==> src/rtl/inv_clarke_module_pkg.sv <==
// ----------------------------------------------------------------------------
// clarke_pkg: shared FSM encoding, constants and saturation bounds.
// Revision: 1.0
// ----------------------------------------------------------------------------
`default_nettype none

package clarke_pkg;

  typedef enum logic [1:0] {
    ST_IDLE = 2'd0,
    ST_MUL  = 2'd1,
    ST_SUM  = 2'd2,
    ST_OUT  = 2'd3
  } state_e;

  // sqrt(3)/2 scaled to full scale of a Q(width-1) word, truncated toward zero
  function automatic int sqrt3_div2(input int width);
    longint full_scale;
    full_scale = (longint'(1) << (width - 1)) - 1;
    return int'((full_scale * 64'sd866025404) / 64'sd1000000000);
  endfunction

  function automatic int sat_max(input int width);
    return (1 << (width - 1)) - 1;
  endfunction

  function automatic int sat_min(input int width);
    return -(1 << (width - 1));
  endfunction

endpackage

`default_nettype wire

==> src/rtl/inv_clarke_module_if.sv <==
// ----------------------------------------------------------------------------
// inv_clarke_module_if: input/output valid-ready handshakes and data buses.
// Revision: 1.0
// ----------------------------------------------------------------------------
`default_nettype none

interface inv_clarke_module_if #(
  parameter int DATA_WIDTH = 10
);

  logic                         in_valid_i;
  logic                         in_ready_o;
  logic signed [DATA_WIDTH-1:0] al_i;
  logic signed [DATA_WIDTH-1:0] be_i;
  logic                         out_valid_o;
  logic                         out_ready_i;
  logic signed [DATA_WIDTH-1:0] a_o;
  logic signed [DATA_WIDTH-1:0] b_o;
  logic signed [DATA_WIDTH-1:0] c_o;

  modport master (
    output in_valid_i, al_i, be_i, out_ready_i,
    input  in_ready_o, out_valid_o, a_o, b_o, c_o
  );

  modport slave (
    input  in_valid_i, al_i, be_i, out_ready_i,
    output in_ready_o, out_valid_o, a_o, b_o, c_o
  );

endinterface

`default_nettype wire

==> src/rtl/sat_module.sv <==
// ----------------------------------------------------------------------------
// sat_module: combinational signed saturation from IN_W to OUT_W bits.
// Revision: 1.0
// ----------------------------------------------------------------------------
`default_nettype none

module sat_module
  import clarke_pkg::*;
#(
  parameter int IN_W  = 11,
  parameter int OUT_W = 10
) (
  input  logic signed [IN_W-1:0]  d_i,
  output logic signed [OUT_W-1:0] q_o
);

  localparam logic signed [IN_W-1:0] C_MAX = IN_W'(sat_max(OUT_W));
  localparam logic signed [IN_W-1:0] C_MIN = IN_W'(sat_min(OUT_W));

  always_comb begin
    if (d_i > C_MAX) begin
      q_o = C_MAX[OUT_W-1:0];
    end else if (d_i < C_MIN) begin
      q_o = C_MIN[OUT_W-1:0];
    end else begin
      q_o = d_i[OUT_W-1:0];
    end
  end

endmodule

`default_nettype wire

==> src/rtl/inv_clarke_module.sv <==
// ----------------------------------------------------------------------------
// inv_clarke_module: inverse Clarke transform (alpha,beta -> a,b,c) with a
// four-state FSM sharing one multiplier. Revision: 1.0
// ----------------------------------------------------------------------------
`default_nettype none

module inv_clarke_module
  import clarke_pkg::*;
#(
  parameter int DATA_WIDTH = 10
) (
  input  logic               clk_i,
  input  logic               rst_i,
  inv_clarke_module_if.slave bus
);

  localparam int PW = 2 * DATA_WIDTH - 1;
  localparam int SW = DATA_WIDTH + 1;
  localparam logic signed [PW-1:0] C_SQRT3 = PW'(sqrt3_div2(DATA_WIDTH));

  state_e state_q, state_d;

  logic signed [DATA_WIDTH-1:0] al_q, al_d;
  logic signed [DATA_WIDTH-1:0] be_q, be_d;
  logic signed [DATA_WIDTH-1:0] bs_q, bs_d;
  logic signed [DATA_WIDTH-1:0] a_q, a_d;
  logic signed [DATA_WIDTH-1:0] b_q, b_d;
  logic signed [DATA_WIDTH-1:0] c_q, c_d;

  logic signed [PW-1:0]         w_prod;
  logic signed [DATA_WIDTH-1:0] w_bs;
  logic                         w_unused_lsbs;
  logic signed [SW-1:0]         w_half;
  logic signed [SW-1:0]         w_bs_ext;
  logic signed [SW-1:0]         w_b_sum;
  logic signed [SW-1:0]         w_c_sum;
  logic signed [DATA_WIDTH-1:0] w_b_sat;
  logic signed [DATA_WIDTH-1:0] w_c_sat;

  // Taking the upper slice of the product is the floor shift by DATA_WIDTH-1
  assign w_prod        = $signed({{(PW - DATA_WIDTH){be_q[DATA_WIDTH-1]}}, be_q}) * C_SQRT3;
  assign w_bs          = w_prod[PW-1:DATA_WIDTH-1];
  assign w_unused_lsbs = ^w_prod[DATA_WIDTH-2:0];

  assign w_half   = {{2{al_q[DATA_WIDTH-1]}}, al_q[DATA_WIDTH-1:1]};
  assign w_bs_ext = {bs_q[DATA_WIDTH-1], bs_q};
  assign w_b_sum  = w_bs_ext - w_half;
  assign w_c_sum  = -w_half - w_bs_ext;

  sat_module #(.IN_W(SW), .OUT_W(DATA_WIDTH)) u_sat_b (
    .d_i (w_b_sum),
    .q_o (w_b_sat)
  );

  sat_module #(.IN_W(SW), .OUT_W(DATA_WIDTH)) u_sat_c (
    .d_i (w_c_sum),
    .q_o (w_c_sat)
  );

  always_comb begin
    state_d = state_q;
    al_d    = al_q;
    be_d    = be_q;
    bs_d    = bs_q;
    a_d     = a_q;
    b_d     = b_q;
    c_d     = c_q;
    case (state_q)
      ST_IDLE: begin
        if (bus.in_valid_i) begin
          al_d    = bus.al_i;
          be_d    = bus.be_i;
          state_d = ST_MUL;
        end
      end
      ST_MUL: begin
        bs_d    = w_bs;
        state_d = ST_SUM;
      end
      ST_SUM: begin
        a_d     = al_q;
        b_d     = w_b_sat;
        c_d     = w_c_sat;
        state_d = ST_OUT;
      end
      ST_OUT: begin
        if (bus.out_ready_i) begin
          state_d = ST_IDLE;
        end
      end
      default: state_d = ST_IDLE;
    endcase
  end

  always_ff @(posedge clk_i or posedge rst_i) begin
    if (rst_i) begin
      state_q <= ST_IDLE;
      al_q    <= '0;
      be_q    <= '0;
      bs_q    <= '0;
      a_q     <= '0;
      b_q     <= '0;
      c_q     <= '0;
    end else begin
      state_q <= state_d;
      al_q    <= al_d;
      be_q    <= be_d;
      bs_q    <= bs_d;
      a_q     <= a_d;
      b_q     <= b_d;
      c_q     <= c_d;
    end
  end

  assign bus.in_ready_o  = (state_q == ST_IDLE);
  assign bus.out_valid_o = (state_q == ST_OUT);
  assign bus.a_o         = a_q;
  assign bus.b_o         = b_q;
  assign bus.c_o         = c_q;

endmodule

`default_nettype wire
==> src/flat_wrapper.sv <==
// flat-port wrapper written by rule: the top's interface ports become plain ports
module inv_clarke_module_flat import clarke_pkg::*;
#(
  parameter int DATA_WIDTH = 10
)
  (clk_i, rst_i, bus_in_valid_i, bus_al_i, bus_be_i, bus_out_ready_i, bus_in_ready_o, bus_out_valid_o, bus_a_o, bus_b_o, bus_c_o);
  inv_clarke_module_if #(.DATA_WIDTH(DATA_WIDTH)) bus_i ();
  input  logic clk_i;
  input  logic rst_i;
  input wire logic [$bits(bus_i.in_valid_i)-1:0] bus_in_valid_i;
  input wire logic [$bits(bus_i.al_i)-1:0] bus_al_i;
  input wire logic [$bits(bus_i.be_i)-1:0] bus_be_i;
  input wire logic [$bits(bus_i.out_ready_i)-1:0] bus_out_ready_i;
  output wire logic [$bits(bus_i.in_ready_o)-1:0] bus_in_ready_o;
  output wire logic [$bits(bus_i.out_valid_o)-1:0] bus_out_valid_o;
  output wire logic [$bits(bus_i.a_o)-1:0] bus_a_o;
  output wire logic [$bits(bus_i.b_o)-1:0] bus_b_o;
  output wire logic [$bits(bus_i.c_o)-1:0] bus_c_o;
  assign bus_i.in_valid_i = bus_in_valid_i;
  assign bus_i.al_i = bus_al_i;
  assign bus_i.be_i = bus_be_i;
  assign bus_i.out_ready_i = bus_out_ready_i;
  assign bus_in_ready_o = bus_i.in_ready_o;
  assign bus_out_valid_o = bus_i.out_valid_o;
  assign bus_a_o = bus_i.a_o;
  assign bus_b_o = bus_i.b_o;
  assign bus_c_o = bus_i.c_o;
  inv_clarke_module #(.DATA_WIDTH(DATA_WIDTH)) u_core (.clk_i(clk_i), .rst_i(rst_i), .bus(bus_i));
endmodule
==> config.mk <==
export PLATFORM = sky130hd
export DESIGN_NAME = inv_clarke_module_flat
export DESIGN_NICKNAME = d
export VERILOG_FILES = /design/src/rtl/inv_clarke_module_pkg.sv /design/src/rtl/inv_clarke_module_if.sv /design/src/rtl/sat_module.sv /design/src/rtl/inv_clarke_module.sv /design/src/flat_wrapper.sv
export SDC_FILE = /design/constraint.sdc
export NUM_CORES = 1
export LEC_CHECK = 0
export ABC_CLOCK_PERIOD_IN_PS = 3700
export BUFFER_PORTS_ARGS = -buffer_cell sky130_fd_sc_hd__buf_2
export CAP_MARGIN = 10
export CORE_AREA = 4 4 142 144
export CTS_CLUSTER_SIZE = 24
export DETAILED_ROUTE_END_ITERATION = 6
export DIE_AREA = 0 0 146 148
export PLACE_DENSITY = 0.56
export SLEW_MARGIN = 40
export SYNTH_ARGS = -nofsm -noshare
export SYNTH_HDL_FRONTEND = slang
export SYNTH_SLANG_ARGS = --single-unit
==> constraint.sdc <==
create_clock -name clk_i -period 3.7 [get_ports clk_i]
set_clock_uncertainty 0.05 [all_clocks]
set_input_delay 0.925 -clock clk_i [delete_from_list [all_inputs] [get_ports clk_i]]
set_output_delay 0.925 -clock clk_i [all_outputs]
set_load 0.05 [all_outputs]
* Word-level counts from Yosys, hierarchy flattened
Index checks and enable logic that the tools add are counted. W data, S select, Z words.
Storage, ports and cells: RAM bits 0, bits in registers 62, memory bits (read-only) 0, input bits 24, latch bits 0, logic and storage cells 30, output and inout bits 32, memories 0
Cells by class: div/mod/pow operators 0, bitwise gates (word level) 0, equality and inequality tests 5, $lt $le $gt $ge 4, add/sub/neg operators 3, reductions and logical operators 3, mux-type cells 7, shift-type cells 0, multipliers 1
Operators by type and width (number):
- $mux W10 | 4
- $gt A11 B10 Y1 const B | 2
- $lt A11 B10 Y1 const B | 2
- $mul A10 B9 Y18 const B | 1
- $neg A9 Y11 | 1
- $sub A10 B9 Y11 | 1
- $sub A11 B10 Y11 | 1
- $pmux W2 S4 | 1
- $eq A2 B2 Y1 const B | 2
- $mux W2 | 2
- $ne A2 B2 Y1 const B | 2
- $reduce_and A2 Y1 | 2
- $eq A2 B1 Y1 const B | 1
- $logic_not A2 Y1 | 1

* Longest topological paths before layout
word-level depth 5, gate-level depth with buffers 15, depth with buffers taken out 15

* By module
A second synthesis with hierarchy kept.
Second synthesis, totals: cell total of the unflattened synthesis 493, area, all modules 5297.6 µm²
By module, submodules not included:
- inv_clarke_module | times used 1, seq. area each 1551.5 µm², cells each 469, area an instance 5057.4 µm²
- sat_module | times used 2, seq. area each 0.0 µm², cells each 12, area an instance 120.1 µm²

* Worst setup path before layout
No wires, ideal clock.
kind reg-to-reg, from register u_core.be_q[8], to register u_core.bs_q[9], stages on the path, launching flop included 16, library setup time 0.123 ns, required time 3.527 ns, arrival 3.714 ns, path buffers 0, slack -0.186 ns, cells stage by stage dfrtp_1 > inv_1 > ha_1 > fa_1 > inv_1 > fa_1 > inv_1 > fa_1 > inv_1 > ha_1 > a21o_1 > a21oi_1 > nor2_1 > a41oi_1 > nand3_1 > o221a_2
On the way: longest elaborated chain between the ends 1
Ends and longest elaborated chain:
- start, declared | RTL line inv_clarke_module.sv:24 | logic signed [DATA_WIDTH-1:0] be_q, be_d;
- start signal, assigned | RTL line inv_clarke_module.sv:99 | be_q <= '0;
- start signal, assigned | RTL line inv_clarke_module.sv:107 | be_q <= be_d;
- $mul A10 B9 Y18 | RTL line inv_clarke_module.sv:41 | assign w_prod = $signed({{(PW - DATA_WIDTH){be_q[DATA_WIDTH-1]}}, be_q}) * C_SQRT3;
- end signal, assigned | RTL line inv_clarke_module.sv:108 | bs_q <= bs_d;
- end, declared | RTL line inv_clarke_module.sv:25 | logic signed [DATA_WIDTH-1:0] bs_q, bs_d;
No other way between the ends. A chain may end at the register's enable or synchronous reset.

* Worst setup path in the final report
from register u_core.be_q[8], to register u_core.bs_q[8]
The elaborated chain is that of the path after synthesis.

==> metrics.txt <==
status finished, violations left; violated checks negative setup slack; DRC Markers 0; Post-Place Worst Slack -173.6 ps; Routed WL 12,670 µm; final setup TNS -223.8 ps; Pre-antenna DRT Iters 4; CP arrival approximately 4000 ps; final max-slew violation count 0; DP HPWL between 9000 and 10,000 µm; synthesized area per cell around 10 µm²; CP most frequent cell fa_1; non-filler instance count after layout around 900; syn_nets between 600 and 700; CP cell instances inv_2 -> ha_4 -> inv_4 -> fa_1 -> fa_1 -> inv_1 -> fa_1 -> inv_2 -> ha_4 -> and3_4 -> nand4_1 -> a21o_1 -> a311o_1 -> o221ai_1; CTS buffer count 9; pin count of the biggest net entering global routing 31; maximum clock frequency ~270 MHz; Area Growth Syn to Fin 27.85%; worst setup slack after layout -69.13 ps; sequential fraction of the synthesis area 0.2780; Vias between 4,000 and 5,000; area of the multi-input gates between 3000 and 4000 µm²; FF+latch area around 1600 µm²; post-route clock period utilization 1.019; final setup fails 5; vias per cell roughly 4.8; core box area roughly 19,000 µm²; Root Driver clkbuf_16; Max-slew headroom 0.4991; DP Cell Count between 800 and 900; synthesized instance count about 560; gr usage total 0.1208; Syn. warnings 0; htree depth 3; RSZ-0062 raised after global routing true; clock slew at reported path FFs approximately 60 ps; Worst EP required a little under 4000 ps; vias in the first global route approximately 4,500; starting density of the core 0.2983; grt ovf 0; Buffers on Ports 55; Netlist Area Pre-Place roughly 5600 µm²; die area approximately 22,000 µm²; WL per Instance 14.06 µm; Startpoint Class flop; GPL Wtd Cong 0.7878; CTS tree done; commonest non-fill, non-tap cell in the layout inv_1; number of enable flip-flop cells after synthesis 0; Filler Cell Count around 1,800; distinct cell type count after synthesis just under 70; worst slew pin tran ~750 ps; layout cells sized above 1 0.3433; most frequent cells in the layout inv_1 (89), ha_1 (66), buf_2 (55), dfrtp_1 (54), buf_4 (49); first-pass GRT wire length roughly 22,000 µm; die height approximately 150 µm; Top FF cell, synth dfrtp_1; max_cap viols 0; initial antenna violation count 0; CP max stage cell fa_1; Final Net Count ~800; final design utilization 0.3814; Hold Fails Final Rpt 0; Hold Crit Class reg2reg; row count 50; Synth Register Bits 62; clock sinks 62; Setup crit end kind flop; crit path time final about 3800 ps; crit-path max cell delay approximately 520 ps; critical path class reg2reg; ANT cells 0; # IOs 56; Die W approximately 150 µm; async set or reset register ratio after synthesis 1.000; Clock Path Buffers 2; clock latency on the worst-skew pair around 330 ps; 1st-iter DRT viols 142; Worst Path Max Fanout 5; antenna-violating nets left 0
flip-flops by register name (all words and copies together), names as in the netlist:
register / cells
u_core.al_q: 10
u_core.be_q: 10
u_core.bs_q: 10
u_core.bus.a_o: 10
u_core.bus.b_o: 10
u_core.bus.c_o: 10
u_core.state_q: 2
layer usage:
layer  global-route usage  wire, µm  vias up
met4              0.02822       199        0
met1               0.1535      5988     2066
met2               0.2107      6095       80
li1                     -         -     2135
met5                    0         0        -
met3              0.02606       385       20
metrics by stage:
stage,hold WS [ps],cell area (µm²)
3_5_place_dp,415.2,6436
6_report,427.2,7134
4_1_cts,429.0,7044
2_1_floorplan,423.7,5638
3_3_place_gp,411.7,6436
5_1_grt,446.8,7134
cell type report:
cell class | count | share of cell area
Sequential cell | 62 | 0.2189
Multi-Input combinational cell | 378 | 0.5426
Timing Repair Buffer | 109 | 0.09804
Inverter | 102 | 0.05402
Tap cell | 234 | 0.04104
Clock buffer | 11 | 0.03402
Clock inverter | 5 | 0.01140
worst max-delay path, delay by kind of cell (launching register included):
kind / cells / cell delay [ps]
flip-flops: 1 / 430
buffers and inverters: 4 / 210
adder cells (fa/ha/maj): 5 / 2090
AND/OR/NAND/NOR: 2 / 280
AO/OA/AOI/OAI: 3 / 630
synthesized netlist by cell type, types with 3 or more instances:
| cell | number | area share |
|---|---|---|
| o31ai_1 | 7 | 0.0094 |
| a211o_1 | 3 | 0.0047 |
| ha_1 | 86 | 0.19 |
| o21ai_0 | 11 | 0.0099 |
| nor3_1 | 6 | 0.0054 |
| inv_1 | 102 | 0.069 |
| nand3_1 | 5 | 0.0045 |
| xnor2_1 | 9 | 0.014 |
| clkbuf_1 | 9 | 0.0061 |
| and2_1 | 4 | 0.0045 |
| o221ai_1 | 3 | 0.0047 |
| nand2b_1 | 5 | 0.0056 |
| a21oi_1 | 29 | 0.026 |
| dfrtp_1 | 62 | 0.28 |
| o21ai_1 | 7 | 0.0063 |
| nand2_1 | 19 | 0.013 |
| buf_6 | 3 | 0.0061 |
| a21o_1 | 12 | 0.016 |
| nor2b_1 | 4 | 0.0045 |
| a31oi_1 | 8 | 0.0090 |
| nor2_1 | 20 | 0.013 |
| and3_1 | 3 | 0.0034 |
| mux2_2 | 31 | 0.063 |
| xor2_1 | 12 | 0.019 |
| fa_1 | 27 | 0.097 |
| o2bb2ai_1 | 12 | 0.019 |
| a22oi_1 | 5 | 0.0067 |
what timing repair did:
item                       CTS  global route
hold endpoints to repair     0             0
buffers inserted            11             2
resized for setup           37            21
setup endpoints to repair    9            10
pin swaps                   32            23
hold buffers                 0             0
final timing paths:
check                                  start           endpoint  slack [ps]  depth (start not counted)
min                        u_core.bus.c_o[7]  u_core.bus.c_o[7]         430                          2
max                           u_core.be_q[8]     u_core.bs_q[8]         -70                         14
max in group asynchronous              rst_i  u_core.bus.a_o[9]        2220                          3
max reg2reg                   u_core.be_q[8]     u_core.bs_q[8]         -70                         14
min in group asynchronous              rst_i     u_core.al_q[7]         620                          2
min reg2reg                u_core.bus.c_o[7]  u_core.bus.c_o[7]         430                          2
cell families (layout without fill, tap and decap cells):
group	count (synthesis)	in the layout	synth area share
AO/OA/AOI/OAI	127	127	0.1686
buffers and inverters	117	227	0.08363
adder cells (fa/ha/maj)	113	113	0.2897
AND/OR/NAND/NOR	84	84	0.08094
flip-flops	62	62	0.2780
multiplexers	33	33	0.06614
XOR/XNOR	21	21	0.03296
Power is left out: the tool's default activity adds up to more than one toggle a clock period on the data nets, which glitch-free logic cannot reach.
